[src/rtl/fifo_pkg.sv]
// Shared constants for the synchronous FIFO controller: default geometry,
// flag thresholds and the pointer width helper.
package fifo_pkg;

  localparam int ADDRSIZE_DEF = 3;
  localparam int DEPTH_DEF    = 1 << ADDRSIZE_DEF;
  localparam int AF_LEVEL_DEF = 6;
  localparam int AE_LEVEL_DEF = 2;

  // One extra wrap bit above the array index distinguishes full from empty.
  function automatic int ptr_w(input int addrsize);
    return addrsize + 1;
  endfunction

endpackage

[src/rtl/fifo_ptr.sv]
// Wrap-bit pointer for one side of the FIFO: synchronous reset to zero,
// natural binary increment so index DEPTH-1 rolls to 0 and toggles the wrap bit.
module fifo_ptr
  import fifo_pkg::*;
#(
  parameter int ADDRSIZE = ADDRSIZE_DEF
) (
  input  logic                         clk,
  input  logic                         rst,
  input  logic                         inc,
  output logic [ptr_w(ADDRSIZE)-1:0]   ptr
);

  localparam int PW = ptr_w(ADDRSIZE);

  always_ff @(posedge clk) begin
    if (rst) begin
      ptr <= '0;
    end else if (inc) begin
      ptr <= ptr + PW'(1);
    end
  end

endmodule

[src/rtl/sync_fifo_ctrl.sv]
// Single-clock FIFO controller: owns read/write pointers, occupancy and status
// flags, and sequences an external 8-bit storage array in first-word-fall-through mode.
module sync_fifo_ctrl
  import fifo_pkg::*;
#(
  parameter int ADDRSIZE = ADDRSIZE_DEF,
  parameter int DEPTH    = DEPTH_DEF,
  parameter int AF_LEVEL = AF_LEVEL_DEF,
  parameter int AE_LEVEL = AE_LEVEL_DEF
) (
  input  logic                  clk,
  input  logic                  rst,
  input  logic                  wr_req,
  input  logic                  rd_req,
  output logic                  mem_wr_en,
  output logic [ADDRSIZE-1:0]   mem_wr_addr,
  output logic [ADDRSIZE-1:0]   mem_rd_addr,
  output logic                  full,
  output logic                  empty,
  output logic                  almost_full,
  output logic                  almost_empty,
  output logic [ADDRSIZE:0]     count,
  output logic                  overflow,
  output logic                  underflow
);

  localparam int              PW      = ptr_w(ADDRSIZE);
  localparam logic [PW-1:0]   DEPTH_C = PW'(DEPTH);
  localparam logic [PW-1:0]   AF_C    = PW'(AF_LEVEL);
  localparam logic [PW-1:0]   AE_C    = PW'(AE_LEVEL);

  logic [PW-1:0] wr_ptr;
  logic [PW-1:0] rd_ptr;
  logic          wr_accept;
  logic          rd_accept;

  // Occupancy is the modular pointer distance, so it and every flag depend
  // only on registered pointers, never on the current requests.
  assign count        = wr_ptr - rd_ptr;
  assign full         = (count == DEPTH_C);
  assign empty        = (count == '0);
  assign almost_full  = (count >= AF_C);
  assign almost_empty = (count <= AE_C);

  assign wr_accept   = wr_req & ~full;
  assign rd_accept   = rd_req & ~empty;
  assign mem_wr_en   = wr_accept;
  assign mem_wr_addr = wr_ptr[ADDRSIZE-1:0];
  assign mem_rd_addr = rd_ptr[ADDRSIZE-1:0];

  fifo_ptr #(
    .ADDRSIZE (ADDRSIZE)
  ) u_wr_ptr (
    .clk (clk),
    .rst (rst),
    .inc (wr_accept),
    .ptr (wr_ptr)
  );

  fifo_ptr #(
    .ADDRSIZE (ADDRSIZE)
  ) u_rd_ptr (
    .clk (clk),
    .rst (rst),
    .inc (rd_accept),
    .ptr (rd_ptr)
  );

  // Error pulses flag the rejected request for exactly one following cycle.
  always_ff @(posedge clk) begin
    if (rst) begin
      overflow  <= 1'b0;
      underflow <= 1'b0;
    end else begin
      overflow  <= wr_req & full;
      underflow <= rd_req & empty;
    end
  end

endmodule

[config.mk]
export PLATFORM = sky130hd
export DESIGN_NAME = sync_fifo_ctrl
export DESIGN_NICKNAME = d
export VERILOG_FILES = /design/src/rtl/fifo_pkg.sv /design/src/rtl/fifo_ptr.sv /design/src/rtl/sync_fifo_ctrl.sv
export SDC_FILE = /design/constraint.sdc
export NUM_CORES = 1
export LEC_CHECK = 0
export CAP_MARGIN = 20
export CORE_UTILIZATION = 45
export DETAILED_ROUTE_END_ITERATION = 10
export PLACE_DENSITY = 0.86
export SLEW_MARGIN = 20
export SYNTH_ARGS = -nofsm -noshare
export SYNTH_HDL_FRONTEND = slang
export SYNTH_SLANG_ARGS = --single-unit
export TNS_END_PERCENT = 50
[constraint.sdc]
create_clock -name clk -period 3 [get_ports clk]
set_input_delay 0.75 -clock clk [delete_from_list [all_inputs] [get_ports clk]]
set_output_delay 0.75 -clock clk [all_outputs]
set_load 0.05 [all_outputs]
# Word-level counts from Yosys, hierarchy flattened
# Cells that the tools add are included.
# totals
elab_cells,17
out_inout_bits,17
in_bits,4
ff_bits,10
# op_classes
bitwise_logic,6
magnitude_cmp,2
add_sub_neg,3
reduce_logical,1
n_eq_ne,1
# ops
cell,count
4-bit by 1-bit adder with 4-bit output (second input constant),2
1-bit bitwise AND,4
4-bit == test (second input constant),1
4-bit by 3-bit greater-or-equal comparator with 1-bit output (second input constant),1
4-bit by 2-bit less-or-equal comparator with 1-bit output (second input constant),1
4-bit zero test,1
4-bit subtractor,1
1-bit inverter,2

# Longest topological paths before layout
# logic_depth
word_depth,4
mapped_depth,10
ltp_nobuf,9

# Cells and area by module
# Synthesis repeated with hierarchy kept, for this count alone.
# unflattened
hier_cells,70
area_unflattened_um2,655.6
# by_module_without_submodules
mod,cells_per_inst,seq_area_each_um2,instances,area_each_um2
fifo_ptr,16,80.1,2,178.9
sync_fifo_ctrl,38,40.0,1,297.8

# Worst setup path before layout
# OpenSTA, ideal clock, no wires.
# synth_timing
path_type,flip-flop to output port
start,register u_wr_ptr.ptr[0]
end,output port almost_empty
path_slack_ns,-0.392
n_path_buf,0
required_time_ns,2.250
path_stages_with_launch,6
t_arrival_ns,2.642
cell_sequence,dfxtp_1 inv_1 ha_1 inv_1 fa_1 a211oi_1
# synth_between
elab_chain_len,2
# synth_lines
item,line_no,source
"start, declared",fifo_ptr.sv:11,output logic [ptr_w(ADDRSIZE)-1:0] ptr
"start signal, assigned",fifo_ptr.sv:20,ptr <= ptr + PW'(1);
4-bit subtractor,sync_fifo_ctrl.sv:39,assign count = wr_ptr - rd_ptr;
via count[1],sync_fifo_ctrl.sv:22,"output logic [ADDRSIZE:0] count,"
4-bit by 2-bit less-or-equal comparator with 1-bit output,sync_fifo_ctrl.sv:43,assign almost_empty = (count <= AE_C);
"end, declared",sync_fifo_ctrl.sv:21,"output logic almost_empty,"
# The timed path passes the listed nets, and every way through them passes these cells.

# Worst setup path in the final report
# layout_timing
start,register u_rd_ptr.ptr[2]
end,output port almost_empty
# layout_between
elab_chain_len,2
# layout_lines
item,line_no
"start, declared",fifo_ptr.sv:11
"start signal, assigned",fifo_ptr.sv:20
4-bit subtractor,sync_fifo_ctrl.sv:39
4-bit by 2-bit less-or-equal comparator with 1-bit output,sync_fifo_ctrl.sv:43
# No other way between the ends.

==> out/qor.csv <==
metric;value;unit
critPathLaunch;u_rd_ptr.ptr[2];
antenna_left;0;
crit_end;almost_empty;
async_flop_share;0;%
slew_violations;0;
synth-seq-cells;10;
r2r_slack;620;ps
path_cells;inv_1 > ha_1 > a21oi_2 > nand2_2 > xnor2_4 > inv_4 > a211oi_4 > buf_12;
viasPerCell;5.49;
start_kind;register;
crit_type;register to primary output;
finalCritPeriodShare;96.8;%
drt_pre_antenna_iters;4;
crit_required;2250;ps
antenna_cells;0;
netlist_top_cells_area;dfxtp_1 (29%), ha_1 (9.0%), buf_4 (6.5%);
clockRootBuffer;clkbuf_4;
cts_buffers;3;
syn_area;698;um^2
drc;0;
yosysTopAreaCell;dfxtp_1;
finalWirelength;1570;um
insertion_delay;270;ps
nNetsFinal;113;
gp_congestion;0.834;
grt_max_degree;13;
layout-drive-gt1-share;36.3;%
ys_top_cells_by_count;dfxtp_1 (10), nor2_1 (10), buf_4 (6), inv_1 (6), nand2_1 (6);
ff_latch_area;204;um^2
vias;642;
drt-wirelength-per-cell;13.4;um
r2r-start;u_wr_ptr.ptr[0];
synth.net_count;90;
yosysTopAreaCellShare;28.7;%
drtIter0Drc;25;
final_util;79.4;%
cp.depth;8;
hold_violations;0;
synth_edf_count;0;
cts_sinks;10;
cts_tree;done;
row_count;13;
cp_top_family;compound AO/OA/AOI/OAI gates;
dieArea;1710;um^2
critPathArrivalTime;2150;ps
multiInputGateArea;484;um^2
postSynthCellCount;80;
fmax;0.344;GHz
grt.overflow.total;0;
finalSetupViolCount;0;
grt_pass1_vias;546;
finalCriticalPeriod;2900;ps
die_h;41.4;um
cp_slowest_cell;dfxtp_2;
whs;577;ps
tightest_slew;510;ps
reg2reg_to;u_rd_ptr.ptr[0];
grt_usage;21.8;%
start_util;51.1;%
syn_avg_cell_area;8.73;um^2
port_buffers;20;
hpwl;1140;um
cap_violations;0;
reg2reg_depth;10;
cts_max_level;1;
place_area;958;um^2
cts_hold_buf;0;
cp_max_fo;8;
final_area;1080;um^2
antenna_found_initial;0;
fillers;90;
die_w;41.4;um
crit_buf_inv;3;
min_path_type;register to register;
outcome;complete, no violations;
crit_path_end_kind;primary output;
grt_pass1_wl;2390;um
synth_ff_type;dfxtp_1;
ys_seq_area_share;28.7;%
skew;5.09;ps
fin_ws;96.2;ps
ios;21;
slew_headroom;65.9;%
pre_cts_slack;186;ps
yosys.cell_types.count;30;
clock_path_buffers;2;
layout-area-overhead-vs-synth;55.4;%
synth_warnings;0;
clkTransAtPathRegs;70;ps
core;1370;um^2
slowest_delay;360;ps
per-stage QoR:
| step | cells | setup TNS, ps |
|---|---|---|
| floorplan | 80 | -776 |
| global placement | 110 | 0 |
| detailed placement | 110 | 0 |
| CTS | 114 | 0 |
| global route | 117 | -7.35 |
| finish | 117 | 0 |
flip-flops by register name, indices dropped and copies added (netlist names):
| signal | cells |
|---|---|
| u_rd_ptr.ptr | 4 |
| u_wr_ptr.ptr | 4 |
| overflow | 1 |
| underflow | 1 |
cells by family (layout without fill, tap and decap cells):
| group | after synthesis | after routing | share of synthesized area [%] |
|---|---|---|---|
| and+or+nand+nor | 28 | 28 | 20.4 |
| buffers and inverters | 15 | 37 | 11.5 |
| AOI/OAI and AO/OA | 11 | 11 | 11.3 |
| DFF | 10 | 10 | 28.7 |
| adders and majority gates | 6 | 6 | 11.8 |
| xor gates and xnor gates | 5 | 5 | 8.42 |
| muxes | 5 | 5 | 7.88 |
per-layer routing:
layer	vias up	global-route usage (%)	part of all wire [%]
met5	-	0	0
met4	0	12.1	0
met3	0	3.19	6.4
met2	32	30.5	49
met1	292	31.7	44
li1	318	-	-
worst min-delay path: cells and delay by family (launching register included):
family | cells | cell delay [ps]
and+or+nand+nor | 1 | 90
DFF | 1 | 380
muxes | 1 | 60
final cells by class:
| cell class | instances | area share, % |
|---|---|---|
| tap | 15 | 1.73 |
| sequential | 10 | 18.8 |
| timing repair buffer | 26 | 28.8 |
| clock buffer | 4 | 3.34 |
| inverter | 7 | 2.65 |
| multi-input combinational | 55 | 44.6 |
placed cells by master, fill, tap and decap left out, types with 2 or more instances in the layout:
master           instances
a21oi_1                  3
and4_1                   2
buf_12                   7
buf_4                    7
clkbuf_4                 3
clkdlybuf4s50_1         12
dfxtp_1                  7
dfxtp_2                  3
ha_1                     5
inv_1                    6
mux2_2                   4
nand2_1                  5
nand4_1                  2
nor2_1                   8
nor2_4                   2
nor2b_1                  2
nor3_1                   2
xnor2_1                  3
what timing repair did:
item,4_1_cts,5_1_grt
pin swaps,1,2
buffers inserted,0,3
cloned,0,0
setup endpoints to repair,4,4
resized for setup,6,10
endpoints found under the hold margin,0,0
how the worst min path moves through the flow:
stage / from / endpoint / slack [ps] / cells past startpoint
6_report: u_wr_ptr.ptr[1] / u_wr_ptr.ptr[1] / 580 / 2
5_1_grt: u_wr_ptr.ptr[1] / u_wr_ptr.ptr[1] / 610 / 2
4_1_cts: u_wr_ptr.ptr[1] / u_wr_ptr.ptr[1] / 580 / 2
3_5_place_dp: u_wr_ptr.ptr[1] / u_wr_ptr.ptr[1] / 570 / 2
3_3_place_gp: u_wr_ptr.ptr[1] / u_wr_ptr.ptr[1] / 540 / 2
2_1_floorplan: u_wr_ptr.ptr[1] / u_wr_ptr.ptr[1] / 520 / 2
Power is not shown: default switching activity piles up to over one toggle a cycle in this logic, so the estimate is an artifact.
